## config.mk

```make
export PLATFORM = sky130hd
export DESIGN_NAME = jt51_pm_apply_flat
export DESIGN_NICKNAME = d
export VERILOG_FILES = /design/src/rtl/jt51_pkg.sv /design/src/rtl/jt51_pm_apply_if.sv /design/src/rtl/jt51_pm_kc2lin.sv /design/src/rtl/jt51_pm_apply.sv /design/src/flat_wrapper.sv
export SDC_FILE = /design/constraint.sdc
export NUM_CORES = 1
export LEC_CHECK = 0
export BUFFER_PORTS_ARGS = -buffer_cell sky130_fd_sc_hd__buf_2
export CAP_MARGIN = 25
export CORE_ASPECT_RATIO = 2
export CORE_UTILIZATION = 57
export DETAILED_ROUTE_END_ITERATION = 8
export PLACE_DENSITY = 0.78
export SLEW_MARGIN = 20
export SYNTH_ARGS = -nofsm -noshare
export SYNTH_HDL_FRONTEND = slang
export SYNTH_SLANG_ARGS = --single-unit
export TNS_END_PERCENT = 5
```

## constraint.sdc

```tcl
create_clock -name clk -period 3.4 [get_ports clk]
set_input_delay 0.17 -clock clk [delete_from_list [all_inputs] [get_ports clk]]
set_output_delay 0.17 -clock clk [all_outputs]
set_load 0.03 [all_outputs]
```

## src/rtl/jt51_pkg.sv

```systemverilog
// Shared constants, types and the PMS scaling table for the JT51 pitch-modulation path.
package jt51_pkg;

  localparam int unsigned LIN_W         = 13;
  localparam int unsigned LIN_MAX       = 6143;
  localparam int unsigned NOTES_PER_OCT = 12;

  typedef logic [LIN_W-1:0] lin_t;

  // Stage I payload: linear pitch plus signed PM offset
  typedef struct packed {
    lin_t       lin;
    logic       neg;
    logic [7:0] d;
  } pm_stage1_t;

  // Scale the 7-bit PM magnitude by the channel PMS setting
  function automatic logic [7:0] pms_scale(input logic [2:0] pms, input logic [6:0] m);
    case (pms)
      3'd0:    pms_scale = 8'd0;
      3'd1:    pms_scale = 8'(m >> 5);
      3'd2:    pms_scale = 8'(m >> 4);
      3'd3:    pms_scale = 8'(m >> 3);
      3'd4:    pms_scale = 8'(m >> 2);
      3'd5:    pms_scale = 8'(m >> 1);
      3'd6:    pms_scale = {1'b0, m};
      default: pms_scale = {m, 1'b0};
    endcase
  endfunction

endpackage

```

## src/rtl/jt51_pm_apply_if.sv

```systemverilog
// Slot-multiplexed pitch bus between the slot sequencer and the PM applicator.
interface jt51_pm_apply_if;

  logic       cen;
  logic [4:0] cycles;
  logic [7:0] pm;
  logic [6:0] kc_I;
  logic [5:0] kf_I;
  logic [2:0] pms_I;
  logic [6:0] kc_III;
  logic [5:0] kf_III;

  modport master (
    output cen, cycles, pm, kc_I, kf_I, pms_I,
    input  kc_III, kf_III
  );

  modport slave (
    input  cen, cycles, pm, kc_I, kf_I, pms_I,
    output kc_III, kf_III
  );

endinterface

```

## src/rtl/jt51_pm_kc2lin.sv

```systemverilog
// Combinational KC/KF <-> linear pitch converter: forward half feeds stage I,
// reverse half turns the stage II sum back into a gapped key code for stage III.
module jt51_pm_kc2lin
  import jt51_pkg::*;
(
  input  logic [6:0] kc_fwd,
  input  logic [5:0] kf_fwd,
  output lin_t       lin_fwd_c,
  input  lin_t       lin_rev,
  output logic [6:0] kc_rev_c,
  output logic [5:0] kf_rev_c
);

  logic [3:0] n_fwd;
  logic [6:0] note_fwd;
  logic [6:0] note_rev;
  logic [2:0] oct_rev;
  logic [3:0] n_rev;
  logic [3:0] gap_rev;

  // Forward: squeeze out the unused note codes, then oct*12 + n
  always_comb begin
    n_fwd     = kc_fwd[3:0] - {2'b00, kc_fwd[3:2]};
    note_fwd  = 7'({kc_fwd[6:4], 3'b000}) + 7'({kc_fwd[6:4], 2'b00}) + 7'(n_fwd);
    lin_fwd_c = {note_fwd, kf_fwd};
  end

  // Reverse: octave by compare ladder, then reinsert one gap per three notes
  always_comb begin
    note_rev = lin_rev[12:6];
    oct_rev  = 3'd0;
    for (int i = 1; i < 8; i++) begin
      if (note_rev >= 7'(i * NOTES_PER_OCT)) oct_rev = 3'(i);
    end
    n_rev    = 4'(note_rev - 7'({oct_rev, 3'b000}) - 7'({oct_rev, 2'b00}));
    gap_rev  = (n_rev >= 4'd9) ? 4'd3 :
               (n_rev >= 4'd6) ? 4'd2 :
               (n_rev >= 4'd3) ? 4'd1 : 4'd0;
    kc_rev_c = {oct_rev, n_rev + gap_rev};
    kf_rev_c = lin_rev[5:0];
  end

endmodule

```

## src/rtl/jt51_pm_apply.sv

```systemverilog
// Applies the frame-latched LFO PM word to each slot's KC/KF over a 3-stage pipeline.
// Build option JT51_PM_CLAMP_EN: saturate out-of-range pitch instead of wrapping it.
module jt51_pm_apply
  import jt51_pkg::*;
(
  input  logic           rst,
  input  logic           clk,
  jt51_pm_apply_if.slave bus
);

  logic [7:0]  pm_l;
  pm_stage1_t  st1;
  lin_t        s2;
  lin_t        lin_c;
  lin_t        s_c;
  logic [6:0]  kc_c;
  logic [5:0]  kf_c;
  logic [13:0] sum_c;

  jt51_pm_kc2lin u_conv (
    .kc_fwd    (bus.kc_I),
    .kf_fwd    (bus.kf_I),
    .lin_fwd_c (lin_c),
    .lin_rev   (s2),
    .kc_rev_c  (kc_c),
    .kf_rev_c  (kf_c)
  );

  // Stage II arithmetic: 14-bit two's complement, bit 13 flags a negative result
  always_comb begin
    sum_c = st1.neg ? ({1'b0, st1.lin} - {6'd0, st1.d})
                    : ({1'b0, st1.lin} + {6'd0, st1.d});
`ifdef JT51_PM_CLAMP_EN
    if (sum_c[13])                    s_c = '0;
    else if (sum_c > 14'(LIN_MAX))    s_c = LIN_W'(LIN_MAX);
    else                              s_c = sum_c[12:0];
`else
    if (sum_c[13])                    s_c = LIN_W'(sum_c + 14'(LIN_MAX + 1));
    else if (sum_c > 14'(LIN_MAX))    s_c = LIN_W'(sum_c - 14'(LIN_MAX + 1));
    else                              s_c = sum_c[12:0];
`endif
  end

  // Slot 31 refreshes pm_l after its own use, so a whole frame sees one value
  always_ff @(posedge clk or posedge rst) begin
    if (rst) begin
      pm_l       <= '0;
      st1        <= '0;
      s2         <= '0;
      bus.kc_III <= '0;
      bus.kf_III <= '0;
    end else if (bus.cen) begin
      if (bus.cycles == 5'd31) pm_l <= bus.pm;
      st1.lin    <= lin_c;
      st1.neg    <= pm_l[7];
      st1.d      <= pms_scale(bus.pms_I, pm_l[6:0]);
      s2         <= s_c;
      bus.kc_III <= kc_c;
      bus.kf_III <= kf_c;
    end
  end

endmodule

```

## src/flat_wrapper.sv

```systemverilog
// flat-port wrapper written by rule: the top's interface ports become plain ports
module jt51_pm_apply_flat import jt51_pkg::*;
  (rst, clk, bus_cen, bus_cycles, bus_pm, bus_kc_I, bus_kf_I, bus_pms_I, bus_kc_III, bus_kf_III);
  jt51_pm_apply_if bus_i ();
  input  logic rst;
  input  logic clk;
  input wire logic [$bits(bus_i.cen)-1:0] bus_cen;
  input wire logic [$bits(bus_i.cycles)-1:0] bus_cycles;
  input wire logic [$bits(bus_i.pm)-1:0] bus_pm;
  input wire logic [$bits(bus_i.kc_I)-1:0] bus_kc_I;
  input wire logic [$bits(bus_i.kf_I)-1:0] bus_kf_I;
  input wire logic [$bits(bus_i.pms_I)-1:0] bus_pms_I;
  output wire logic [$bits(bus_i.kc_III)-1:0] bus_kc_III;
  output wire logic [$bits(bus_i.kf_III)-1:0] bus_kf_III;
  assign bus_i.cen = bus_cen;
  assign bus_i.cycles = bus_cycles;
  assign bus_i.pm = bus_pm;
  assign bus_i.kc_I = bus_kc_I;
  assign bus_i.kf_I = bus_kf_I;
  assign bus_i.pms_I = bus_pms_I;
  assign bus_kc_III = bus_i.kc_III;
  assign bus_kf_III = bus_i.kf_III;
  jt51_pm_apply u_core (.rst(rst), .clk(clk), .bus(bus_i));
endmodule
```

==> out/summary.txt <==
status -> complete, no violations
Die ar. -> 7000 um2
WP data required -> 3.62 ns
share of layout cells above drive strength 1 -> 0.247
CTS H-tree depth -> 2
via density per instance -> 5.70
remaining routing DRC violations -> 0
1st-pass router iterations -> 4
WL per Instance -> 14.1 um
max-slew violations -> 0
Root Driver -> clkbuf_16
num rows -> 41
Net Switching -> 1540 uW
post-synthesis cell area -> 3790 um2
clock sink total -> 56
Critical Path End Type -> flop
Synth top cells by count -> 56 x dfrtp_1, 36 x mux2_2, 33 x a21oi_1, 31 x ha_1, 28 x nor2_1
Max Cap Violations -> 0
gr usage total -> 0.223
Die X -> 59.7 um
top-area cell type share of the netlist area -> 0.370
gpl congestion -> 0.916
GR peak layer -> met2
global-route met3 utilization -> 0.0309
Combinational Power Share -> 0.563
clock power share -> 0.144
sequential share of the synthesized area -> 0.370
Post-Syn Nets -> 451
count leader, synth -> dfrtp_1
number of synthesized flops with an enable pin -> 0
hold crit path type -> in2reg
DRT iter0 DRCs -> 103
max_slew headroom -> 0.538
DP HPWL -> 5.61 mm
Fmax -> 0.310 GHz
Crit Path Class -> reg2reg
Final Core Density -> 0.669
Routed Antenna Nets -> 0
ys async rst share -> 1.00
top cell type by total area after synthesis -> dfrtp_1
Clock Latency Late Sink -> 0.30 ns
post-route cell area -> 4260 um2
DR vias -> 2912
post-route minimum period -> 3.22 ns
GRT Residual Overflow -> 0
TritonCTS clock tree -> yes
main flop type after synthesis -> dfrtp_1
critical-path maximum fanout -> 5
core region area -> 6360 um2
I/O pins -> 45
largest net degree at the start of global routing -> 35
post-synth cell types -> 53
Lkg Pwr -> 0.00200 uW
Ys Warns -> 0
Final Hold Vio Count -> 0
clock skew -> 0.00370 ns
IO buf count -> 44
Startpoint Class -> flop
Switching Fraction -> 0.424
clk slew on worst S/H paths -> 0.07 ns
placed cell areas -> 4070 um2
initial core utilization -> 0.596
met1 Use GR -> 0.226
Yosys reg bits -> 56
worst ir drop on vdd -> 385 uV
Final Cycle Share -> 0.948
PwrDens -> 856 nW/um2
worst slew pin tran -> 0.692 ns
area grow syn2layout -> 12.3%
final net count -> 492
vias in the first global route -> 2842
synth top area cells -> dfrtp_1 37%, mux2_2 11%, ha_1 10%
Total Routed Length -> 7.23 mm
CP Data Arrival Time -> 3.44 ns
Post-Synthesis Cells -> 383
Clock Tree Buf Depth -> 2
GR Util met2 -> 0.426
initial antenna violation count -> 0
Chip Height -> 117 um
sequential power share -> 0.293
diode count -> 0
CTS buffer count -> 5
final setup vio count -> 0
first-pass GRT wire length -> 12.2 mm
syn_area_per_cell -> 9.90 um2
Int Pwr -> 2100 uW
-- sequential cells by signal (all words and copies together) (netlist names) --
signal,flops
u_core.st1,22
u_core.s2,13
u_core.pm_l,8
u_core.bus.kc_III,7
u_core.bus.kf_III,6
-- power groups by stage --
stage	clock, uW	combinational [uW]	sequential (uW)
2_1_floorplan	0	1470	1160
3_3_place_gp	0	1960	1070
3_5_place_dp	0	2040	1080
4_1_cts	537	2060	1070
5_1_grt	555	2280	1100
6_report	525	2050	1070
-- worst max-delay path: stages (launching register included) --
cell and delay, ns:
dfrtp_1 0.44, inv_1 0.09, ha_1 0.29, mux2_2 0.29
inv_1 0.06, ha_1 0.21, nor2b_1 0.15, o2111ai_2 0.23
a211oi_2 0.16, o2111a_1 0.26, a2111o_1 0.45, or3_1 0.36
a31oi_1 0.17
-- worst paths after layout --
kind | end | from | slack, ns | cells after the start
setup reg to reg | u_core.s2[11] | u_core.st1[0] | 0.18 | 12
setup / recovery | u_core.s2[11] | u_core.st1[0] | 0.18 | 12
max in group asynchronous | u_core.bus.kc_III[5] | rst | 2.11 | 4
min in group asynchronous | u_core.pm_l[0] | rst | 0.53 | 3
hold / removal | u_core.st1[10] | bus_kf_I[1] | 0.08 | 3
hold reg to reg | u_core.s2[4] | u_core.s2[4] | 0.49 | 1
-- cells in the final DEF, fill, tap and decap left out, types with 7 or more instances in the layout --
cell | netlist | final
dfrtp_1 | 56 | 56
o21ai_0 | 16 | 16
buf_2 | 1 | 44
a21o_1 | 9 | 9
nand2_1 | 24 | 24
xnor2_1 | 15 | 15
inv_1 | 25 | 24
a21oi_1 | 33 | 32
nor2_1 | 28 | 28
ha_1 | 31 | 31
mux2_2 | 36 | 36
nor3_1 | 7 | 7
mux2i_1 | 8 | 8
-- metal layers --
| layer | up-vias | share of wire |
|---|---|---|
| met2 | 63 | 0.58 |
| met3 | 17 | 0.022 |
| li1 | 1446 | - |
| met4 | 0 | 0.025 |
| met5 | - | 0 |
| met1 | 1386 | 0.38 |
-- through the flow --
step	hold WS, ns	TNS, ns	cells	power [uW]	worst slack (ns)
after floorplan	0.291	0	383	2630	0.380
after global placement	0.312	0	500	3030	0.185
after detailed placement	0.315	0	500	3120	0.0867
after CTS	0.0824	0	509	3660	0.0521
after global routing	0.0881	-0.00663	511	3940	-0.00663
final	0.0832	0	511	3640	0.175
-- logic make-up (layout without fill, tap and decap cells) --
logic type	count (synthesis)	after routing	share of synthesized area
AOI/OAI and AO/OA	97	97	0.167
adders and majority gates	36	36	0.129
muxes	44	44	0.128
buffers and inverters	44	86	0.0475
DFF	56	56	0.370
xor gates and xnor gates	20	20	0.0462
and+or+nand+nor	86	86	0.113
-- final cells by class --
class,count,area [um2]
fill,554,2100
clock buffer,5,125
inverter,27,101
multi-input combinational,283,2220
timing repair buffer,51,275
clock inverter,3,27.5
sequential,56,1400
tap,86,108
-- repair_timing --
action	in CTS	in global routing
gates resized for setup	0	2
setup endpoints to repair	0	2
endpoints found under the hold margin	19	0
buffers inserted	0	2
hold buffers	1	0
Note: power is estimated with default switching activity, not from simulation.
